[src/rtl/inert_intf_if.sv]
// ---------------------------------------------------------------------------
// inert_intf_if
// Bundles the signals that run between the inertial command sequencer and the
// 16-bit SPI monarch.
//   wrt        : one-cycle pulse that starts an SPI transaction
//   cmd        : 16-bit command word for the monarch's wt_data input
//   done       : monarch transaction-complete level; cleared by the monarch
//                in the cycle after wrt
//   inert_data : monarch rd_data; only [7:0] carries sensor data
// Modports:
//   master : the sequencer side (drives wrt/cmd, consumes done/inert_data)
//   slave  : the SPI monarch side
// ---------------------------------------------------------------------------
interface inert_intf_if;
  logic        wrt;
  logic [15:0] cmd;
  logic        done;
  logic [15:0] inert_data;

  modport master (
    output wrt,
    output cmd,
    input  done,
    input  inert_data
  );

  modport slave (
    input  wrt,
    input  cmd,
    output done,
    output inert_data
  );
endinterface

[src/rtl/inert_intf.sv]
// ---------------------------------------------------------------------------
// inert_intf
// SPI command sequencer for the 6-axis inertial sensor. After a power-on wait
// it issues four configuration writes, then on every data-ready interrupt it
// reads pitch-rate low/high and Z-acceleration low/high and presents both
// assembled words together with a one-cycle valid strobe.
// Ports:
//   clk        : system clock
//   rst_n      : asynchronous active-low reset
//   INT        : sensor data-ready interrupt (asynchronous, active-high level)
//   spi        : SPI monarch bus (wrt, cmd, done, inert_data), master side
//   ptch_rt    : signed pitch rate {high byte, low byte}
//   AZ         : signed Z acceleration {high byte, low byte}
//   vld        : one-cycle strobe, ptch_rt and AZ just updated
//   init_done  : high once all configuration writes have completed
// ---------------------------------------------------------------------------
module inert_intf #(
  parameter int RST_WAIT_W = 16
) (
  input  logic               clk,
  input  logic               rst_n,
  input  logic               INT,
  inert_intf_if.master       spi,
  output logic signed [15:0] ptch_rt,
  output logic signed [15:0] AZ,
  output logic               vld,
  output logic               init_done
);

  // Each *_WAIT state is encoded as its *_SEND state plus one, which lets the
  // SEND states share a single transition below.
  typedef enum logic [4:0] {
    INIT_WAIT = 5'd0,
    CFG0_SEND = 5'd1,  CFG0_WAIT = 5'd2,
    CFG1_SEND = 5'd3,  CFG1_WAIT = 5'd4,
    CFG2_SEND = 5'd5,  CFG2_WAIT = 5'd6,
    CFG3_SEND = 5'd7,  CFG3_WAIT = 5'd8,
    IDLE      = 5'd9,
    RPL_SEND  = 5'd10, RPL_WAIT  = 5'd11,
    RPH_SEND  = 5'd12, RPH_WAIT  = 5'd13,
    RAL_SEND  = 5'd14, RAL_WAIT  = 5'd15,
    RAH_SEND  = 5'd16, RAH_WAIT  = 5'd17
  } state_t;

  state_t                  state;
  logic [RST_WAIT_W-1:0]   timer;
  logic                    int_ff1;
  logic                    int_ff2;
  logic [7:0]              p_lo;
  logic [7:0]              p_hi;
  logic [7:0]              az_lo;

  // The monarch returns a full 16-bit word but the sensor only drives a byte.
  logic unused_rd_hi;
  assign unused_rd_hi = ^spi.inert_data[15:8];

  // Interrupt synchroniser
  always_ff @(posedge clk or negedge rst_n) begin
    if (!rst_n) begin
      int_ff1 <= 1'b0;
      int_ff2 <= 1'b0;
    end else begin
      int_ff1 <= INT;
      int_ff2 <= int_ff1;
    end
  end

  // Power-on wait timer. The FSM leaves INIT_WAIT on all-ones, so the
  // counter never needs to saturate; it is held clear elsewhere so that any
  // re-entry to INIT_WAIT gets a full wait.
  always_ff @(posedge clk or negedge rst_n) begin
    if (!rst_n) begin
      timer <= '0;
    end else if (state == INIT_WAIT) begin
      timer <= timer + 1'b1;
    end else begin
      timer <= '0;
    end
  end

  // Byte holding registers, captured as each read completes
  always_ff @(posedge clk) begin
    if (spi.done) begin
      if (state == RPL_WAIT) p_lo  <= spi.inert_data[7:0];
      if (state == RPH_WAIT) p_hi  <= spi.inert_data[7:0];
      if (state == RAL_WAIT) az_lo <= spi.inert_data[7:0];
    end
  end

  // Sequencer FSM with registered wrt/cmd/vld/init_done. wrt is raised on the
  // transition into a SEND state, so it is high exactly during that state;
  // cmd only changes at those transitions and so stays stable until done.
  always_ff @(posedge clk or negedge rst_n) begin
    if (!rst_n) begin
      state     <= INIT_WAIT;
      spi.wrt   <= 1'b0;
      spi.cmd   <= 16'h0000;
      ptch_rt   <= '0;
      AZ        <= '0;
      vld       <= 1'b0;
      init_done <= 1'b0;
    end else begin
      spi.wrt <= 1'b0;
      vld     <= 1'b0;
      case (state)
        INIT_WAIT: if (&timer) begin
          state   <= CFG0_SEND;
          spi.wrt <= 1'b1;
          spi.cmd <= 16'h0D02;
        end
        CFG0_SEND, CFG1_SEND, CFG2_SEND, CFG3_SEND,
        RPL_SEND, RPH_SEND, RAL_SEND, RAH_SEND:
          state <= state_t'(state + 5'd1);
        CFG0_WAIT: if (spi.done) begin
          state   <= CFG1_SEND;
          spi.wrt <= 1'b1;
          spi.cmd <= 16'h1053;
        end
        CFG1_WAIT: if (spi.done) begin
          state   <= CFG2_SEND;
          spi.wrt <= 1'b1;
          spi.cmd <= 16'h1150;
        end
        CFG2_WAIT: if (spi.done) begin
          state   <= CFG3_SEND;
          spi.wrt <= 1'b1;
          spi.cmd <= 16'h1460;
        end
        CFG3_WAIT: if (spi.done) begin
          state     <= IDLE;
          init_done <= 1'b1;
        end
        // Level-triggered: INT still high on return here starts another read.
        IDLE: if (int_ff2) begin
          state   <= RPL_SEND;
          spi.wrt <= 1'b1;
          spi.cmd <= 16'hA200;
        end
        RPL_WAIT: if (spi.done) begin
          state   <= RPH_SEND;
          spi.wrt <= 1'b1;
          spi.cmd <= 16'hA300;
        end
        RPH_WAIT: if (spi.done) begin
          state   <= RAL_SEND;
          spi.wrt <= 1'b1;
          spi.cmd <= 16'hAC00;
        end
        RAL_WAIT: if (spi.done) begin
          state   <= RAH_SEND;
          spi.wrt <= 1'b1;
          spi.cmd <= 16'hAD00;
        end
        // Both results load on the same edge so they are never seen half-updated.
        RAH_WAIT: if (spi.done) begin
          state   <= IDLE;
          ptch_rt <= signed'({p_hi, p_lo});
          AZ      <= signed'({spi.inert_data[7:0], az_lo});
          vld     <= 1'b1;
        end
        default: begin
          state     <= INIT_WAIT;
          spi.wrt   <= 1'b0;
          spi.cmd   <= 16'h0000;
          ptch_rt   <= '0;
          AZ        <= '0;
          vld       <= 1'b0;
          init_done <= 1'b0;
        end
      endcase
    end
  end

endmodule

[src/flat_wrapper.sv]
// flat-port wrapper written by rule: the top's interface ports become plain ports
module inert_intf_flat 
#(
  parameter int RST_WAIT_W = 16
)
  (clk, rst_n, INT, ptch_rt, AZ, vld, init_done, spi_wrt, spi_cmd, spi_done, spi_inert_data);
  inert_intf_if spi_i ();
  input  logic clk;
  input  logic rst_n;
  input  logic INT;
  output logic signed [15:0] ptch_rt;
  output logic signed [15:0] AZ;
  output logic vld;
  output logic init_done;
  output wire logic [$bits(spi_i.wrt)-1:0] spi_wrt;
  output wire logic [$bits(spi_i.cmd)-1:0] spi_cmd;
  input wire logic [$bits(spi_i.done)-1:0] spi_done;
  input wire logic [$bits(spi_i.inert_data)-1:0] spi_inert_data;
  assign spi_wrt = spi_i.wrt;
  assign spi_cmd = spi_i.cmd;
  assign spi_i.done = spi_done;
  assign spi_i.inert_data = spi_inert_data;
  inert_intf #(.RST_WAIT_W(RST_WAIT_W)) u_core (.clk(clk), .rst_n(rst_n), .INT(INT), .spi(spi_i), .ptch_rt(ptch_rt), .AZ(AZ), .vld(vld), .init_done(init_done));
endmodule
[config.mk]
export PLATFORM = sky130hd
export DESIGN_NAME = inert_intf_flat
export DESIGN_NICKNAME = d
export VERILOG_FILES = /design/src/rtl/inert_intf_if.sv /design/src/rtl/inert_intf.sv /design/src/flat_wrapper.sv
export SDC_FILE = /design/constraint.sdc
export NUM_CORES = 1
export LEC_CHECK = 0
export ABC_CLOCK_PERIOD_IN_PS = 3050
export BUFFER_PORTS_ARGS = -buffer_cell sky130_fd_sc_hd__buf_2
export CAP_MARGIN = 0
export CORE_MARGIN = 2
export CORE_UTILIZATION = 55
export DETAILED_ROUTE_END_ITERATION = 7
export GPL_TIMING_DRIVEN = 0
export PLACE_DENSITY_LB_ADDON = 0.08
export SLEW_MARGIN = 20
export SYNTH_ARGS = -nofsm -noshare
export SYNTH_HDL_FRONTEND = slang
export SYNTH_SLANG_ARGS = --single-unit
[constraint.sdc]
create_clock -name clk -period 3.05 [get_ports clk]
set_clock_uncertainty 0.2 [all_clocks]
set_input_delay 0.1525 -clock clk [delete_from_list [all_inputs] [get_ports clk]]
set_output_delay 0.1525 -clock clk [all_outputs]
set_load 0.05 [all_outputs]
* After elaboration in Yosys (flattened, before gate mapping)
Index checks and enable logic that the tools add are counted.
** Cells by class
- Add/sub/neg operators :: 2
- Equality and inequality tests :: 28
- Mux-type cells :: 31
- Bitwise logic cells :: 3
- Reductions and logical operators :: 15
** Operators by type and width (count)
- 2-to-1 mux 16 bit :: 11
- one-hot mux 16 bit (9 select lines) :: 1
- one-hot mux 16 bit (2 select lines) :: 2
- one-hot mux 5 bit (10 select lines) :: 1
- 2-to-1 mux 5 bit :: 9
- == test 5 x 4 -> 1 bit (second input constant) :: 8
- OR reduction 17 bit :: 2
- == test 5 x 3 -> 1 bit (second input constant) :: 4
- inequality test 2 bit (second input constant) :: 9
- AND reduction 9 bit :: 2
- adder 16 x 1 -> 16 bit (second input constant) :: 1
- AND reduction 16 bit :: 1
- == test 5 x 2 -> 1 bit (second input constant) :: 2
- == test 5 bit (second input constant) :: 2
- AND reduction 2 bit :: 5
- OR reduction 10 bit :: 1
- OR reduction 8 bit :: 1
- OR reduction 6 bit :: 1
- adder 5 x 1 -> 5 bit (second input constant) :: 1
- == test 5 x 1 -> 1 bit (second input constant) :: 1
- zero test 5 bit :: 1
- 2-to-1 mux 1 bit :: 5
- inequality test 2 x 1 -> 1 bit (second input constant) :: 2
- NOT 1 bit :: 3
- 3 further kinds :: 3
** Storage, ports and cells
- Bits in registers :: 98
- Output and inout port bits :: 51
- Word-level logic and storage cells :: 92

* Longest topological paths before layout
- Depth after elaboration :: 4
- Mapped depth :: 9
- Mapped depth without buffers :: 7

* Least setup slack after synthesis
Ideal clock, no wire load.
- Path type :: register to register
- Start :: register u_core.state[0]
- End :: register u_core.spi.cmd[10]
- Arrival time :: 2208 ps
- Required time :: 2731 ps
- Path slack :: 523 ps
- Stages on the path, launching flop included :: 9
- Path buffers :: 1
- Period minus slack after synthesis :: 2527 ps
- Cells stage by stage :: dfrtp_1 > inv_1 > ha_1 > buf_2 > or2_2 > a211oi_4 > o211ai_4 > or4_1 > o21a_1
** Between the ends
- Word-level cells in the longest chain between the ends :: 4
** Ends and longest elaborated chain
- start: declaration :: RTL line inert_intf.sv:45 : state_t state;
- start signal: assignment :: RTL line inert_intf.sv:113 : state <= state_t'(state + 5'd1);
- == test 5 x 1 -> 1 bit (tied with other cells) :: RTL line inert_intf.sv:105 : case (state)
- OR reduction 10 bit (no source line)
- NOT 1 bit (no source line)
- AND reduction 9 bit (no source line)
- end signal: assignment :: RTL line inert_intf.sv:109 : spi.cmd <= 16'h0D02;
- end signal: assignment :: RTL line inert_intf.sv:117 : spi.cmd <= 16'h1053;
- end signal: assignment :: RTL line inert_intf.sv:122 : spi.cmd <= 16'h1150;
- end: declaration :: RTL line inert_intf_if.sv:22 : output cmd,
Parallel ways exist; a longest one is shown, timed or not.
A chain may end at the register's enable or synchronous reset.

* Final worst setup path
Ends and elaborated chain as after synthesis.

==> summary by stage <==
Outcome
The flow ran to the end, and the final reports show no timing, DRC or antenna violations.

Detailed routing
The detailed route wirelength on metal2 is 4.04 mm. The total detailed-routing wirelength is 8.63 mm. The mean number of vias per cell is 5.32. The first routing iteration left 121 violations. The first detailed-routing pass took 4 iterations. The routed layout has 3003 vias.

Summed over all nets, wire length on met3 after detailed routing comes to 475 um. After detailed routing, the wire length on met1 is 4.06 mm. The top routing layer in use is met4.

Once detail routing completed, the nets flagged for antenna violations numbered 0. The residual DRC count is 0. The final routed wire length divided by cell count is 15.3 um.

Pwr
In this run the power density over the cells is 429 nW/um^2. The analysis attributes to cell leakage a power of 2.19 nW. Across the VDD grid, the largest voltage drop is 0.000276 V. The post-layout total power is roughly 2.1 mW.

Worst setup path
STA puts the critical path data required time at 3.10 ns. The cell with the largest stage delay on the worst path is sky130_fd_sc_hd__or4_1. The largest fanout on the critical path is 10. The longest individual stage delay on the worst path is 0.54 ns. The type of destination of the critical path is a register. The setup path with the least slack is of type register to register. The startpoint type of the worst setup path is a register. The number of buffers and inverters on the critical path is 2. The signal on the critical path passes through inv_1 -> ha_1 -> buf_2 -> or2_2 -> a211oi_4 -> o211ai_4 -> or4_1 -> o21a_1. In this design, the largest share of critical-path delay is due to simple AND/OR/NAND/NOR gates. The data arrival time of the critical path is 2.87 ns.

Worst hold path
The path class of the tightest hold or removal check is input port to async pin.

Synth
Summed over its instances, the top area cell type makes up 41.3% of the synthesized netlist area. Of all cell types, the one taking the most synthesized area is sky130_fd_sc_hd__dfrtp_1. By area the synthesized netlist is led by sky130_fd_sc_hd__dfrtp_1 41%, sky130_fd_sc_hd__edfxtp_1 17%, sky130_fd_sc_hd__nand2_1 6.5%. The most repeated cell in the gate-level netlist after synthesis is sky130_fd_sc_hd__nand2_1. The async set-or-reset flop fraction in the synthesized netlist is 73.9%.

The combined area of all synthesized cells is 4120 sq um. For this run, the number of Yosys warnings is 0. Counting flops with a built-in enable in the synthesized netlist gives 24. Counting every instance in the synthesized netlist gives 378. After synthesis, the mean cell area works out to 10.9 sq um. The register area share after synthesis is 58.8%. After synthesis, the netlist uses 59 different library cells. The synthesized design contains 92 register bits. The most instantiated flip-flop cell in the synthesis netlist is sky130_fd_sc_hd__dfrtp_1. After synthesis, the most frequently instantiated cells are 71 x sky130_fd_sc_hd__nand2_1, 68 x sky130_fd_sc_hd__dfrtp_1, 36 x sky130_fd_sc_hd__o21ai_0, 27 x sky130_fd_sc_hd__nor2_1, 24 x sky130_fd_sc_hd__edfxtp_1.

STA
The share of the clock period used by the worst path is 92.2%. The max-slew violation total from the final report is 0. The transition at the pin with the smallest max-transition slack is between 0.5 and 0.6 ns. The number of hold violations in the final report is 0.

Across all hold checks on the routed design, the worst slack comes to between 0.02 and 0.03 ns. Static timing analysis puts the maximum clock frequency at ~360 MHz. The final critical delay including setup and external delays is 2.81 ns. Setup slack closes at 0.239 ns.

The count of final setup violators is 0. The worst pin sits at a relative slew slack of 63.6%. In the final timing run, aggregate negative setup slack is 0 ns.

Die
The floorplan step defined a die boundary enclosing 8200 sq um. The horizontal die dimension is 90.5 um. After floorplanning, the core was divided into 31 placement rows.

In this run the count of I/O pins placed on the die edge is 71. The effective utilization at floorplan is a little under three fifths. The total core area is 7250 sq um.

The y dimension of the die is 90.5 um.

Global routing
The global-route wire length before repair is ~15 mm. The initial antenna violation count is 0. The global route total overflow is 0. Global routing consumed, over all layers together, 22.6% of the routing resources. The via count of the first global-routing pass is roughly 2900. The maximum number of pins on one net before global-route repair is 48.

Place
The number of input and output port buffers inserted is 57. The count of placed standard cells including taps is between 500 and 600. The post-placement cell area is 4570 sq um.

At the end of routability-driven placement, the weighted congestion stood at 0.883. The worst slack at placement is 0.130 ns. The post-DP HPWL is 6.01 mm.

Clock tree
TritonCTS built the clock tree. Counting along the longest clock path gives a buffer depth of 2. The latest clock arrival within the worst-skew pair is 0.36 ns. The total of cells resized after clock tree synthesis is 0. The number of sinks handled by clock tree synthesis is 92.

The clock root buffer master is sky130_fd_sc_hd__clkbuf_8. The clock input transition at the sequential cells of the worst setup and hold paths is around 0.09 ns. CTS built an H-tree with a depth of 3. In this run, CTS created clock tree buffers numbering 9.

Cells and area
The final standard cell area without fillers is 4860 sq um. The number of antenna diodes is 0. The share of final-layout standard cells stronger than drive strength 1 is 21.0%. Relative to the synthesized area, the layout overhead comes to 18.1%. After the last flow step, the layout net total stands at 488. The post-route non-filler standard cell count is 565. At the end of the flow the core is filled with cells to 67.1%.

Run
The max-capacitance violation count is 0.
## metal layers
layer,up-vias,track usage [%]
li1,1476,-
met1,1438,33.7
met2,85,33.8
met3,4,3.34
met4,0,8.85
met5,-,0
## report_power, final
| part | internal [mW] | leakage, nW | switching, mW | total, mW |
|---|---|---|---|---|
| Combinational | 0.0215 | 0.953 | 0.0419 | 0.0634 |
| Sequential | 1.26 | 1.15 | 0.000615 | 1.26 |
| Clock | 0.307 | 0.0902 | 0.451 | 0.758 |
## layout by cell type, fill, tap and decap left out, drive strengths merged, types with 2 or more instances in the layout
cell type,count
a211o,2
a21o,2
a21oi,4
a221oi,2
a31oi,4
a32oi,2
and2,4
and3,5
and4,3
buf,70
clkbuf,23
clkinv,5
conb,4
dfrtp,68
dlygate4sd3,10
edfxtp,24
ha,7
inv,11
mux2,10
mux2i,2
nand2,71
nand3,9
nand4,5
nand4b,2
nor2,29
nor3,6
nor4bb,2
o211ai,3
o21ai,36
o21bai,2
o31ai,3
or2,3
xnor2,8
xor2,6
## cell families (layout without fill, tap and decap cells)
family,count (synthesis),in the layout,synth area share (%)
xor+xnor,14,14,2.98
other cells,1,4,0.0910
compound gates,70,70,11.6
fa+ha+maj,7,7,2.13
buf+inv,35,120,4.10
simple gates,147,147,17.0
mux,12,12,3.22
flops,92,92,58.8
## repair_timing
| action | in CTS | in global routing |
|---|---|---|
| hold endpoints to repair | 101 | 0 |
| buffers inserted | 0 | 1 |
| hold buffers | 10 | 0 |
| setup endpoints to repair | 0 | 32 |
## registers in the layout, indices dropped and copies added (netlist names), 5 cells and up
| register | cells |
|---|---|
| u_core.AZ | 16 |
| u_core.p_lo | 8 |
| u_core.p_hi | 8 |
| u_core.az_lo | 8 |
| u_core.ptch_rt | 16 |
| u_core.spi.cmd | 10 |
| u_core.timer | 16 |
| u_core.state | 5 |
## path summary, 6_finish.rpt
kind | startpoint | endpoint | slack [ns] | cells after the start
min in group clk | spi_done | u_core.vld | 0.11 | 2
hold / removal | rst_n | u_core.timer[4] | 0.03 | 2
setup reg to reg | u_core.state[0] | u_core.spi.cmd[10] | 0.24 | 8
max in group asynchronous | rst_n | u_core.ptch_rt[7] | 2.10 | 3
hold reg to reg | u_core.int_ff1 | u_core.int_ff2 | 0.19 | 0
setup / recovery | u_core.state[0] | u_core.spi.cmd[10] | 0.24 | 8
## area by class of cell
type                    count  area, sq um
fillers                   593         2390
clock buffers               9          124
clock inverters             7         62.6
plain buffers              25          131
flip-flops and latches     92         2420
repair buffers             69          423
multi-input cells         254         1540
well taps                  99          124
inverters                  10         37.5
Power figures use the tool's default switching activity.
